===== config.mk =====
export PLATFORM = sky130hd
export DESIGN_NAME = serial_tx
export DESIGN_NICKNAME = d
export VERILOG_FILES = /design/src/rtl/serial_tx.sv
export SDC_FILE = /design/constraint.sdc
export NUM_CORES = 1
export LEC_CHECK = 0
export ABC_AREA = 1
export CAP_MARGIN = 10
export CORE_AREA = 10 10 62 64
export CTS_BUF_LIST = sky130_fd_sc_hd__clkbuf_8
export DETAILED_ROUTE_END_ITERATION = 10
export DIE_AREA = 0 0 72 74
export GPL_ROUTABILITY_DRIVEN = 0
export PLACE_DENSITY = 0.64
export SYNTH_ARGS = -nofsm -noshare
export SYNTH_HDL_FRONTEND = slang
export SYNTH_SLANG_ARGS = --single-unit

===== constraint.sdc =====
create_clock -name CLK -period 2.7 [get_ports CLK]
set_input_delay 0.54 -clock CLK [delete_from_list [all_inputs] [get_ports CLK]]
set_output_delay 0.54 -clock CLK [all_outputs]
set_load 0.005 [all_outputs]

===== src/rtl/serial_tx.sv =====
// Asynchronous-style UART-like transmitter: one start bit, DATA_W data bits LSB first,
// one stop bit, each bit held CLKS_PER_BIT clocks on a registered TX line.
module serial_tx #(
   parameter int DATA_W       = 8,
   parameter int CLKS_PER_BIT = 4
) (
   input  logic              CLK,
   input  logic              RESET,
   input  logic [DATA_W-1:0] DIN,
   input  logic              DIN_VALID,
   output logic              DIN_READY,
   output logic              TX,
   output logic              BUSY,
   output logic              DONE
);

   localparam int CW = (CLKS_PER_BIT > 1) ? $clog2(CLKS_PER_BIT) : 1;
   localparam int BW = (DATA_W > 1) ? $clog2(DATA_W) : 1;
   localparam logic [CW-1:0] CNT_LAST = CW'(CLKS_PER_BIT - 1);
   localparam logic [BW-1:0] BIT_LAST = BW'(DATA_W - 1);

   typedef enum logic [1:0] {IDLE, START, DATA, STOP} state_t;

   state_t            state;
   state_t            state_nx;
   logic [CW-1:0]     cnt;
   logic [BW-1:0]     bitcnt;
   logic [DATA_W-1:0] shreg;
   logic [DATA_W-1:0] shreg_sh;
   logic              wrap;
   logic              tx_nx;
   logic              done_nx;

   assign wrap      = (cnt == CNT_LAST);
   assign shreg_sh  = shreg >> 1;
   assign DIN_READY = (state == IDLE);
   assign BUSY      = (state != IDLE);

   // TX is precomputed for the next state so the line itself is always a flop output
   always_comb begin
      state_nx = state;
      tx_nx    = TX;
      done_nx  = 1'b0;
      case (state)
         IDLE: begin
            tx_nx = 1'b1;
            if (DIN_VALID) begin
               state_nx = START;
               tx_nx    = 1'b0;
            end
         end
         START: begin
            if (wrap) begin
               state_nx = DATA;
               tx_nx    = shreg[0];
            end
         end
         DATA: begin
            if (wrap) begin
               if (bitcnt == BIT_LAST) begin
                  state_nx = STOP;
                  tx_nx    = 1'b1;
               end else begin
                  tx_nx = shreg_sh[0];
               end
            end
         end
         STOP: begin
            if (wrap) begin
               state_nx = IDLE;
               tx_nx    = 1'b1;
               done_nx  = 1'b1;
            end
         end
         default: begin
            state_nx = IDLE;
            tx_nx    = 1'b1;
         end
      endcase
   end

   always_ff @(posedge CLK or posedge RESET) begin
      if (RESET) begin
         state  <= IDLE;
         TX     <= 1'b1;
         DONE   <= 1'b0;
         cnt    <= '0;
         bitcnt <= '0;
         shreg  <= '0;
      end else begin
         state <= state_nx;
         TX    <= tx_nx;
         DONE  <= done_nx;
         if (state == IDLE) begin
            cnt    <= '0;
            bitcnt <= '0;
            if (DIN_VALID)
               shreg <= DIN;
         end else begin
            cnt <= wrap ? '0 : cnt + CW'(1);
            if (state == DATA && wrap) begin
               shreg  <= shreg_sh;
               bitcnt <= (bitcnt == BIT_LAST) ? '0 : bitcnt + BW'(1);
            end
         end
      end
   end

endmodule


# Word-level counts from Yosys, hierarchy flattened
# Index checks and enable logic that the tools add are counted.
[op_classes]
n_eq_ne = 10
bitwise_logic = 0
n_addsub = 2
n_div = 0
order_cmp = 0
n_mul = 0
reduce_logical = 7
shift = 0
muxes = 22
[ops]
columns = ["operator", "n"]
rows = [
  ["$mux 8", 3],
  ["$mux 2", 7],
  ["$mux 3", 3],
  ["$ne 2x2->1 const B", 4],
  ["$pmux 2 s4", 1],
  ["$mux 1", 7],
  ["$eq 2x2->1 const B", 3],
  ["$reduce_and 5->1", 1],
  ["$pmux 1 s4", 1],
  ["$reduce_bool 2->1", 2],
  ["$add 3x1->3 const B", 1],
  ["$eq 3x3->1 const B", 1],
  ["$reduce_and 3->1", 1],
  ["$add 2x1->2 const B", 1],
  ["$eq 2x1->1 const B", 1],
  ["$logic_not 2->1", 1],
  ["$ne 2x1->1 const B", 1],
  ["$reduce_and 2->1", 1],
  ["$logic_and 1x1->1", 1],
]
[totals]
in_bits = 11
ram_bits = 0
reg_bits = 17
n_memories = 0
out_inout_bits = 4
romBits = 0
latch_bits = 0

# Longest topological paths before layout
[logic_depth]
word_depth = 4
mapped_depth = 9
mapped_depth_nobuf = 9

# Worst setup path after synthesis
# No wires, ideal clock.
[synth_path]
path_type = "reg-to-output"
from = "reg state[0]"
to = "out BUSY"
stages_incl_launch_ff = 5
setup_slack_ns = 1.280
path_buffers = 1
required_ns = 2.160
arrival_time_ns = 0.880
path_cell_list = "dfrtp_1 inv_1 ha_1 buf_6 inv_8"
[synth_between]
elab_chain_cells = 1
[synth_rtl]
columns = ["item", "line", "source"]
rows = [
  ["start: declaration", "24", "state_t state;"],
  ["start signal: assignment", "91", "state <= state_nx;"],
  ["$reduce_bool 2->1", "37", "assign BUSY = (state != IDLE);"],
  ["end: declaration", "13", "output logic BUSY,"],
]
# Every way passes these cells.

# Worst setup path in the final report
[layout_path]
from = "reg state[0]"
to = "out DIN_READY"
[layout_between]
elab_chain_cells = 1
[layout_rtl]
columns = ["item", "line", "source"]
rows = [
  ["$logic_not 2->1", "36", "assign DIN_READY = (state == IDLE);"],
  ["end: declaration", "11", "output logic DIN_READY,"],
]
# Every way passes these cells.

==> results_dict.tcl <==
set metrics [dict create \
    cp_slowest_cell "clkdlybuf4s50_1" \
    synth_area_leaders "dfrtp_1 (40%), nand2_1 (11%), ha_1 (10%)" \
    synth.distinct_cells 19 \
    path_buf_inv 2 \
    worst_pin_slew_ps 650 \
    grt_usage_pct 6.97 \
    setup_viol 0 \
    cap_violations 0 \
    yosys.area.top_type_share_pct 39.8 \
    cts_tree "done" \
    ioPinCount 15 \
    vias_per_cell 4.47 \
    finClkSkew_ps 2.61 \
    critPathRequiredTime_ps 2160 \
    initialDrtViolationCount 6 \
    cts_resized 0 \
    powerDensity_nw_per_um2 1070 \
    synth_edf_count 0 \
    cts-hold-fix-buffers 0 \
    p_int_w 0.000745 \
    rsz0062_at_grt "false" \
    yosysWarnings 0 \
    ys_seq_elements 17 \
    num_vias 728 \
    num_antenna_cells 0 \
    crit_family "buffers and inverters" \
    overflow 0 \
    routedWlPerCell_um 10.9 \
    synth_common_cells "nand2_1 (29), inv_1 (21), dfrtp_1 (16)" \
    start_util_pct 37.8 \
    p_leak_nw 0.598 \
    grt_pass1_wl_mm 3.09 \
    clock_latency_ps 250 \
    synth-seq-area-share_pct 42.4 \
    root_buffer "clkbuf_8" \
    drt_pass1_iterations 3 \
    cpPeakStageDelay_ps 580 \
    synth_ff_type "dfrtp_1" \
    clkTransAtPathRegs_ps 70 \
    port_buffers 14 \
    fin_tns_setup_ps 0 \
    finalMaxSlewViolations 0 \
    first_global_vias 759 \
    synthMostInstantiatedCell "nand2_1" \
    grt_antenna_before_repair 0 \
    hold_path_class "register to register" \
    drc 0 \
    drt-total-wl_mm 1.78 \
    dp.cells 159 \
    cts.sinks 17 \
    cts_buffers 3 \
    crit_path_end_kind "output port" \
    ir_drop_mv 0.484 \
    path_class "register to output port" \
    max_freq_mhz 437 \
    finalCritPeriodShare_pct 84.7 \
    avgSynthCellArea_um2 8.67 \
    status "completed" \
    cts_setup_buffers 0 \
    num_rows 19 \
    grt_start_max_net_pins 18 \
    synth_cells 116 \
    core_area_um2 2660 \
    synthArstFlopShare_pct 100 \
    final_hold_viol_count 0 \
    cp.arrival_ps 1750 \
    syn_area_um2 1010 \
    drtAntennaViolNets 0 \
    crit_chain "inv_1, ha_1, clkdlybuf4s50_1" \
    combPwrFrac_pct 52.8 \
    die_w_um 72 \
    synth_fp_nets 135 \
    yosysTopAreaCell "dfrtp_1" \
    nets 152 \
    switching_power_w 0.000537 \
    cp-start-kind "register" \
    final_layout_size_suffix_gt1_share_pct 15.9 \
    die_area_um2 5330 \
    sequentialPowerShare_pct 32.3 \
    dp_hpwl_mm 1.43 \
    switching_share_pct 41.9 \
    die_h_um 74 \
    synthToLayoutAreaGrowth_pct 18.9 \
    cp_max_fo 6 \
    finalCriticalPeriod_ps 2290 \
    cts_max_level 1 \
    cts_buffer_depth 2 \
    layout.cells.non_filler 163 \
    clockPowerShare_pct 14.9 \
    slew_headroom_pct 56.6 \
]
[worst reg2reg max path, delay by kind of cell (launching register included)]
kind                     cells  cell delay [ps]
AO/OA/AOI/OAI                2              170
adder cells (fa/ha/maj)      1              390
buffers and inverters        2              380
flip-flops                   1              420
AND/OR/NAND/NOR              1               80
[flip-flops by register name, summed over array words and instances, names as in the netlist]
name / count
state: 2
DONE: 1
shreg: 8
cnt: 2
TX: 1
bitcnt: 3
[cell families (layout without fill, tap and decap cells)]
logic type      after synthesis  count (layout)  share of synthesized area (%)
flops                        17              17                           42.4
simple gates                 46              46                           21.0
fa+ha+maj                     8               8                           9.95
compound gates               20              20                           13.4
buf+inv                      25              41                           13.2
[power groups by stage]
stage | Combinational, W | Sequential [W] | Clock (W)
2_1_floorplan | 0.000571 | 0.000406 | 0
3_3_place_gp | 0.000668 | 0.000411 | 0
3_5_place_dp | 0.000689 | 0.000418 | 0
4_1_cts | 0.000693 | 0.000414 | 0.000196
5_1_grt | 0.000767 | 0.000430 | 0.000208
6_report | 0.000677 | 0.000414 | 0.000191
[area by class of cell]
cell class                      instances  area, um2
Clock buffer                            3       41.3
Clock inverter                          1       5.00
Fill cell                             275       1470
Inverter                               22       90.1
Multi-Input combinational cell         74        447
Sequential cell                        17        427
Tap cell                               31       38.8
Timing Repair Buffer                   15        148
[layer usage]
layer  share of wire (%)  GRT usage, %  vias to the layer above
li1                    -             -                      391
met1                  49          7.84                      327
met2                  48          12.5                       10
met3                 3.6          2.13                        0
met4                   0          1.94                        0
met5                   0             0                        -
[through the flow]
step | util, % | setup slack, ps | instance area [um2] | total power, W | hold slack (ps)
finish | 44.9 | 412 | 1200 | 0.00128 | 449
global route | 44.9 | 310 | 1200 | 0.00140 | 493
CTS | 44.9 | 384 | 1200 | 0.00130 | 445
detailed placement | 43.2 | 676 | 1150 | 0.00111 | 425
global placement | 43.2 | 716 | 1150 | 0.00108 | 420
floorplan | - | 1280 | 1010 | 0.000977 | 408
[placed cells by master, fill, tap and decap left out]
cell              n
nor2_1            4
a21oi_2           1
clkdlybuf4s50_1  14
nand2_2           2
nand2_1          29
buf_4             1
clkbuf_8          3
dfstp_2           1
nand3_4           1
nor3_1            1
nand3_1           7
inv_8             1
o22ai_1           1
inv_1            21
clkinv_2          1
ha_1              8
nand2_4           1
or2_2             1
o21ai_2           8
dfrtp_1          16
o21ai_0          10
[worst paths after layout]
| check | startpoint | endpoint | slack [ps] | cells past startpoint |
|---|---|---|---|---|
| worst max-delay path | state[0] | DIN_READY | 410 | 3 |
| worst min-delay path | cnt[0] | cnt[0] | 450 | 1 |
| worst max register to register | state[0] | shreg[2] | 1160 | 6 |
| worst min register to register | cnt[0] | cnt[0] | 450 | 1 |
| max in group asynchronous | RESET | shreg[1] | 1610 | 2 |
| min in group asynchronous | RESET | shreg[0] | 680 | 2 |
No activity file was read; power rests on OpenSTA's default activity.
